<file path="src/rtl/dlsc_demosaic_vng6_pkg.sv">
// dlsc_demosaic_vng6_pkg: shared VNG6 constants (group slot count, group/sum width helpers)
package dlsc_demosaic_vng6_pkg;
  localparam int VNG6_DG_SLOTS = 4;
  function automatic int vng6_dg_group_w(input int data);
    return VNG6_DG_SLOTS * (data + 1);
  endfunction
  function automatic int vng6_dg_sum_w(input int data);
    return data + 3;
  endfunction
endpackage

</file>
<file path="src/rtl/dlsc_demosaic_vng6_gather_fifo.sv">
// dlsc_demosaic_vng6_gather_fifo: W-bit DEPTH-entry FIFO; clk/rst_n/clk_en, wr_en/wr_data in, rd_ready/rd_valid/rd_data out, full
module dlsc_demosaic_vng6_gather_fifo #(
  parameter int W     = 47,
  parameter int DEPTH = 4
) (
  input  logic         clk,
  input  logic         rst_n,
  input  logic         clk_en,
  input  logic         wr_en,
  input  logic [W-1:0] wr_data,
  input  logic         rd_ready,
  output logic         rd_valid,
  output logic [W-1:0] rd_data,
  output logic         full
);
  localparam int AW = $clog2(DEPTH);
  logic [W-1:0]  mem [DEPTH];
  logic [AW-1:0] wr_ptr, rd_ptr;
  logic [AW:0]   cnt;
  logic          rd, wr;
  always_comb begin
    rd_valid = cnt != '0;
    full     = cnt == (AW+1)'(DEPTH);
    rd_data  = mem[rd_ptr];
    rd       = clk_en & rd_valid & rd_ready;
    wr       = clk_en & wr_en & (!full | rd);
  end
  always_ff @(posedge clk or negedge rst_n)
    if (!rst_n) begin
      wr_ptr <= '0;
      rd_ptr <= '0;
      cnt    <= '0;
      for (int i = 0; i < DEPTH; i++) mem[i] <= '0;
    end else begin
      if (wr) begin
        mem[wr_ptr] <= wr_data;
        wr_ptr      <= wr_ptr + 1'b1;
      end
      if (rd) rd_ptr <= rd_ptr + 1'b1;
      cnt <= cnt + {{AW{1'b0}}, wr} - {{AW{1'b0}}, rd};
    end
endmodule

</file>
<file path="src/rtl/dlsc_demosaic_vng6_diag_green_gather.sv">
// dlsc_demosaic_vng6_diag_green_gather: groups 4 diag_green estimates + sum into a FIFO; push in, valid/ready out, sticky overflow
module dlsc_demosaic_vng6_diag_green_gather
  import dlsc_demosaic_vng6_pkg::*;
#(
  parameter int DATA  = 8,
  parameter int DEPTH = 4
) (
  input  logic                               clk,
  input  logic                               rst_n,
  input  logic                               clk_en,
  input  logic                               sync,
  input  logic                               diag_green_push,
  input  logic [DATA:0]                      diag_green,
  input  logic                               out_ready,
  output logic                               out_valid,
  output logic [vng6_dg_group_w(DATA)-1:0]   out_data,
  output logic [vng6_dg_sum_w(DATA)-1:0]     out_sum,
  output logic                               overflow
);
  localparam int DW = DATA + 1;
  localparam int GW = vng6_dg_group_w(DATA);
  localparam int SW = vng6_dg_sum_w(DATA);
  logic [1:0]     slot;
  logic [DW-1:0]  a0, a1, a2;
  logic           complete, full, drop;
  logic [SW-1:0]  sum;
  logic [GW+SW-1:0] wdata, rdata;
  always_comb begin
    complete = diag_green_push & !sync & (slot == 2'd3);
    sum      = SW'(a0) + SW'(a1) + SW'(a2) + SW'(diag_green);
    wdata    = {sum, diag_green, a2, a1, a0};
    drop     = clk_en & complete & full & !out_ready;
  end
  assign {out_sum, out_data} = rdata;
  always_ff @(posedge clk or negedge rst_n)
    if (!rst_n) begin
      slot     <= '0;
      a0       <= '0;
      a1       <= '0;
      a2       <= '0;
      overflow <= 1'b0;
    end else if (clk_en) begin
      if (sync | diag_green_push) slot <= sync ? {1'b0, diag_green_push} : slot + 2'd1;
      if (diag_green_push & (sync | slot == 2'd0)) a0 <= diag_green;
      if (diag_green_push & !sync & slot == 2'd1) a1 <= diag_green;
      if (diag_green_push & !sync & slot == 2'd2) a2 <= diag_green;
      if (drop) overflow <= 1'b1;
    end
  dlsc_demosaic_vng6_gather_fifo #(.W(GW + SW), .DEPTH(DEPTH)) u_fifo (
    .clk      (clk),
    .rst_n    (rst_n),
    .clk_en   (clk_en),
    .wr_en    (complete),
    .wr_data  (wdata),
    .rd_ready (out_ready),
    .rd_valid (out_valid),
    .rd_data  (rdata),
    .full     (full)
  );
endmodule
</file>
<file path="config.mk">
export PLATFORM = sky130hd
export DESIGN_NAME = dlsc_demosaic_vng6_diag_green_gather
export DESIGN_NICKNAME = d
export VERILOG_FILES = /design/src/rtl/dlsc_demosaic_vng6_pkg.sv /design/src/rtl/dlsc_demosaic_vng6_gather_fifo.sv /design/src/rtl/dlsc_demosaic_vng6_diag_green_gather.sv
export SDC_FILE = /design/constraint.sdc
export NUM_CORES = 1
export LEC_CHECK = 0
export CAP_MARGIN = 20
export CORE_ASPECT_RATIO = 1.4
export CORE_UTILIZATION = 50
export DETAILED_ROUTE_END_ITERATION = 7
export GPL_TIMING_DRIVEN = 0
export PLACE_DENSITY = 0.74
export RECOVER_POWER = 25
export SETUP_SLACK_MARGIN = 0.2
export SLEW_MARGIN = 20
export SYNTH_ARGS = -nofsm -noshare
export SYNTH_HDL_FRONTEND = slang
export SYNTH_SLANG_ARGS = --single-unit
</file>
<file path="constraint.sdc">
create_clock -name clk -period 2.75 [get_ports clk]
set_clock_uncertainty 0.05 [all_clocks]
set_input_delay 0.55 -clock clk [delete_from_list [all_inputs] [get_ports clk]]
set_output_delay 0.55 -clock clk [all_outputs]
set_load 0.02 [all_outputs]
</file>
; ---- After elaboration in Yosys (flattened, before gate mapping)
; Cells that the tools add are included.
; Widths: inputs -> output; s select.
[totals]
ff_bits = 225
latchBits = 0
ram_bits = 0
romBits = 0
in_bits = 15
out_inout_bits = 49
word_cells = 61
memories = 0
[classes]
addsub = 8
multipliers = 0
n_div = 0
magnitude_cmp = 3
eq_ne = 4
n_shift = 0
muxes = 7
bitwise = 16
reduce_logical = 11
[ops]
columns = cell, n
row1 = $bwmux 188, 1
row2 = $mux 47, 3
row3 = $bmux 47 s2, 1
row4 = $demux 47 s2, 1
row5 = $add 10x9->11, 1
row6 = $add 11x9->11, 1
row7 = $and 1x1->1, 11
row8 = $add 9x9->10, 1
row9 = $reduce_and 2->1, 5
row10 = $add 2x1->2 const B, 3
row11 = $ge 3x3->1 const B, 2
row12 = $not 2->3, 2
row13 = $eq 2x2->1 const B, 2
row14 = $add 3x1->3, 1
row15 = $eq 3x3->1 const B, 1
row16 = $logic_not 1->1, 3
row17 = $lt 3x1->1 const B, 1
row18 = $or 1x1->1, 3
row19 = $reduce_bool 3->1, 1
row20 = $sub 3x1->3, 1
row21 = $eq 2x1->1 const B, 1
row22 = $logic_not 2->1, 1
row23 = $mux 2, 1
row24 = $logic_and 1x1->1, 1

; ---- Logic depth before layout (Yosys ltp)
[depth]
depth_word = 7
mapped_depth = 10

; ---- Hierarchy
; From an unflattened synthesis, not the netlist that was laid out.
[unflattened]
cells_unflattened = 679
area_unflattened_um2 = 10627.7
[by_module_without_submodules]
columns = mod, instances, cells_each, area_each_um2, seq_area_each_um2
row1 = dlsc_demosaic_vng6_gather_fifo, 1, 491, 8564.5, 4879.7
row2 = dlsc_demosaic_vng6_diag_green_gather, 1, 188, 2063.2, 750.7

; ---- Least setup slack after synthesis
; Ideal clock, no wire load.
[synth_timing]
path_kind = input -> register
from = input port diag_green[1]
to = register u_fifo.mem[137] (netlist name)
arrival_time_ns = 2.939
slack_ns = -0.371
stages = 8
cell_sequence = fa_1 fa_1 ha_1 fa_1 a211oi_1 o21a_1 xor2_1 o21ai_0
[synth_between]
elab_chain_cells = 2
[synth_rtl]
columns = element, line_no
row1 = from (decl), dlsc_demosaic_vng6_diag_green_gather.sv:13  ; input logic [DATA:0] diag_green,
row2 = $add 11x9->11, dlsc_demosaic_vng6_diag_green_gather.sv:30  ; sum = SW'(a0) + SW'(a1) + SW'(a2) + SW'(diag_green);
row3 = $bwmux 188, dlsc_demosaic_vng6_gather_fifo.sv:36  ; mem[wr_ptr] <= wr_data;
row4 = "to (signal, indexed assignment)", dlsc_demosaic_vng6_gather_fifo.sv:36
row5 = to (decl), dlsc_demosaic_vng6_gather_fifo.sv:17  ; logic [W-1:0] mem [DEPTH];
; No other way between the ends.
; A chain may end at the register's enable or synchronous reset.

; ---- Worst setup path in the final report
[layout_timing]
from = register a1[2]
to = register u_fifo.mem[186] (netlist name)
[layout_between]
elab_chain_cells = 4
[layout_rtl]
columns = element, line_no
row1 = from (decl), dlsc_demosaic_vng6_diag_green_gather.sv:24  ; logic [DW-1:0] a0, a1, a2;
row2 = from (signal assigned), dlsc_demosaic_vng6_diag_green_gather.sv:45  ; if (diag_green_push & !sync & slot == 2'd1) a1 <= diag_green;
row3 = $add 9x9->10, dlsc_demosaic_vng6_diag_green_gather.sv:30
row4 = $add 10x9->11, dlsc_demosaic_vng6_diag_green_gather.sv:30
row5 = $add 11x9->11, dlsc_demosaic_vng6_diag_green_gather.sv:30
row6 = $bwmux 188, dlsc_demosaic_vng6_gather_fifo.sv:36
; No other way between the ends.

==> summary.txt <==
Placed design
  • Placed cell area: 11500 sq um
  • Gpl congestion: 0.835
  • I/O Buffers: 62
  • HPWL Detailed: 17200 microns

Clock tree
  • CTS tree: done
  • Clock-pin slew on the worst setup and hold paths: 60 ps
  • CTS H-Tree Depth: 1
  • TritonCTS buffer count: 22
  • Worst-case clock buffer depth: 3
  • Clock Sinks: 225
  • Clk_lat worst skew: 520 ps
  • Root Driver: clkbuf_16

Yosys
  • Mapped Cells: 847
  • Number of synthesized flops with an enable pin: 0
  • Synth area leaders: dfrtp_1 54%, mux4_2 10%, mux2_2 5.8%, o21ai_0 5.5%, nand2_1 5.5%
  • Top cell type's share of synthesized area: 53.9%
  • Register bit total from synthesis: 225
  • Syn Nets: 901
  • Mean area per synthesized cell: 12.3 sq um
  • Top post-synthesis cells by count: 225 x dfrtp_1, 153 x nand2_1, 115 x o21ai_0
  • Yosys cell types: 37
  • Post-synthesis sequential area ratio: 53.9%
  • Most used DFF post-synth: dfrtp_1
  • Ys async rst share: 100%
  • Synth area leader: dfrtp_1
  • Synth warnings: 0
  • Synthesized area: 10500 sq um
  • Most frequent cell after synthesis: dfrtp_1

Setup path
  • CP required: 3060 ps
  • Worst Setup End Kind: flip-flop
  • CP max FO: 4
  • Crit Path Category: reg2reg
  • Max incr delay on CP: 540 ps
  • Crit path cell chain: inv_2, fa_1, fa_1, inv_2, fa_2, a211oi_4, buf_4, o211ai_1, o211ai_1, buf_4, o21ai_1
  • CP max stage cell: fa_1
  • CP arrival: 3520 ps
  • Largest delay contributor family on the critical path: adder cells
  • Buffers plus inverters on the worst setup path: 4
  • CP Launch Type: flip-flop

Timing
  • RSZ-0062 raised after global routing: true
  • Final Hold Vio Count: 0
  • Final slew viol count: 34
  • Achievable frequency: 312 MHz
  • Final min period: 3200 ps
  • Final Worst Setup Slack: -453 ps
  • Finish-stage setup viols: 32
  • Worst-Margin Slew: 1860 ps
  • WHS: 295 ps
  • Setup_tns: -8610 ps
  • Slew HR: -24.1%
  • Crit share post-route: 116%

Global route
  • Initial antenna violation count: 0
  • Gr usage total: 26.9%
  • Global-route wire length before repair: 43500 microns
  • Grt ovf: 0
  • Pin count of the biggest net entering global routing: 102
  • Vias in the first global route: 7837

Drt
  • Residual DRC: 0
  • DR vias/cell: 5.85
  • Vias: 7392
  • Drt pass-1 iters: 7
  • Total wire length: 28000 microns
  • Final ANT Viol Nets: 0
  • WL/cell: 22.2 microns
  • DR iter-0 viols: 700

Outcome
  • Violated checks: capacitance limit, slew limit, setup timing
  • Outcome: complete, but fails checks

Finish
  • Final instance area: 13300 sq um
  • Filler instances: 1497
  • Area Growth Syn to Fin: 27.2%
  • Final core occ: 64.9%
  • Layout cells sized above 1: 34.4%
  • ANT cells: 0
  • # nets final: 1046

Die
  • Die Ht: 173 microns
  • Die span in x: 124 microns
  • Site row count: 62
  • Boundary pin count: 64
  • Initial Util: 51.0%
  • CORE AREA: 20500 sq um
  • Full die area: 21500 sq um

Power and ir drop
  • VDD IR max: 0.000742 V
  • Power, Total: 14900 uW
  • Leakage: 0.00624 uW
  • Power per Cell Area: 1120 nW/um^2

Run
  • Maxcap violations: 1

Worst hold path
  • Tightest Hold Check Type: in2reg
==> final cells by class <==
class                           instances  area, sq um  area share, %
Buffer                                 51          465           3.50
Clock inverter                         10          156           1.18
Tap cell                              256          320           2.41
Timing Repair Buffer                  121         1330           10.0
Inverter                               46          181           1.36
Sequential cell                       225         5640           42.4
Multi-Input combinational cell        525         4560           34.3
Clock buffer                           30          642           4.83
==> sequential cells by signal (all words and copies together) (netlist names), 2 cells and up <==
signal and count:
a2 9, u_fifo.rd_ptr 2, slot 2, u_fifo.wr_ptr 2, u_fifo.mem 188, a1 9, a0 9, u_fifo.cnt 3
==> power by group <==
group          leakage, uW  internal [uW]  switching (uW)
clock             0.000392           2020            1300
sequential         0.00305           3870             386
combinational      0.00279           3580            3790
==> path summary, 6_finish.rpt <==
| path | from | end | slack [ps] | cells past startpoint |
|---|---|---|---|---|
| setup / recovery | a1[2] | u_fifo.mem[186] | -450 | 11 |
| hold reg to reg | overflow | overflow | 410 | 1 |
| min in group asynchronous | rst_n | u_fifo.mem[127] | 1230 | 2 |
| max in group asynchronous | rst_n | a1[8] | 150 | 3 |
| setup reg to reg | a1[2] | u_fifo.mem[186] | -450 | 11 |
| hold / removal | clk_en | slot[1] | 300 | 2 |
==> layout by cell type, fill, tap and decap left out, drive strengths merged, types with 2 or more instances in the layout <==
cell	n
nand3	3
o21ai	146
dlygate4sd2	6
a31oi	5
dfrtp	225
mux2	70
dlygate4sd3	2
and3	2
o211ai	12
clkinv	5
nand2	153
bufinv	4
buf	137
nor2	3
clkdlybuf4s15	3
a22oi	2
nor2b	4
o21a	4
xor2	4
clkdlybuf4s50	4
fa	19
a211oi	4
clkinvlp	2
a21o	6
inv	45
and2	2
ha	20
clkbuf	49
a21oi	8
mux4	47
xnor2	6
==> metal layers <==
metal	share of wire [%]	routed length [microns]	vias to the layer above	track usage [%]
met5	0	0	-	0
met4	5.2	1450	0	13.5
met3	6.2	1730	96	3.83
met2	53	14700	329	45.1
met1	36	10100	3739	33.5
li1	-	-	3228	-
==> logic make-up (layout without fill, tap and decap cells) <==
group / Yosys count / count (layout) / share of synthesized area [%]
AO/OA/AOI/OAI: 188 / 188 / 10.3
buffers and inverters: 97 / 258 / 4.74
adder cells (fa/ha/maj): 39 / 39 / 6.03
AND/OR/NAND/NOR: 171 / 171 / 6.56
multiplexers: 117 / 117 / 17.7
flip-flops: 225 / 225 / 53.9
XOR/XNOR: 10 / 10 / 0.838
==> stage by stage <==
stage               setup WS, ps  cells
finish                      -453   1264
global route                -495   1264
CTS                         -313   1251
detailed placement         -1230   1167
global placement           -8340   1165
floorplan                   -162    847
==> timing repair <==
item | in CTS | in global routing
cloned | 3 | 0
pin swaps | 34 | 7
setup buffers | 40 | 13
endpoints found under the setup margin | 83 | 81
hold buffers | 1 | 0
hold endpoints to repair | 33 | 0
gates resized for setup | 368 | 50
Note: power is estimated with default switching activity, not from simulation.
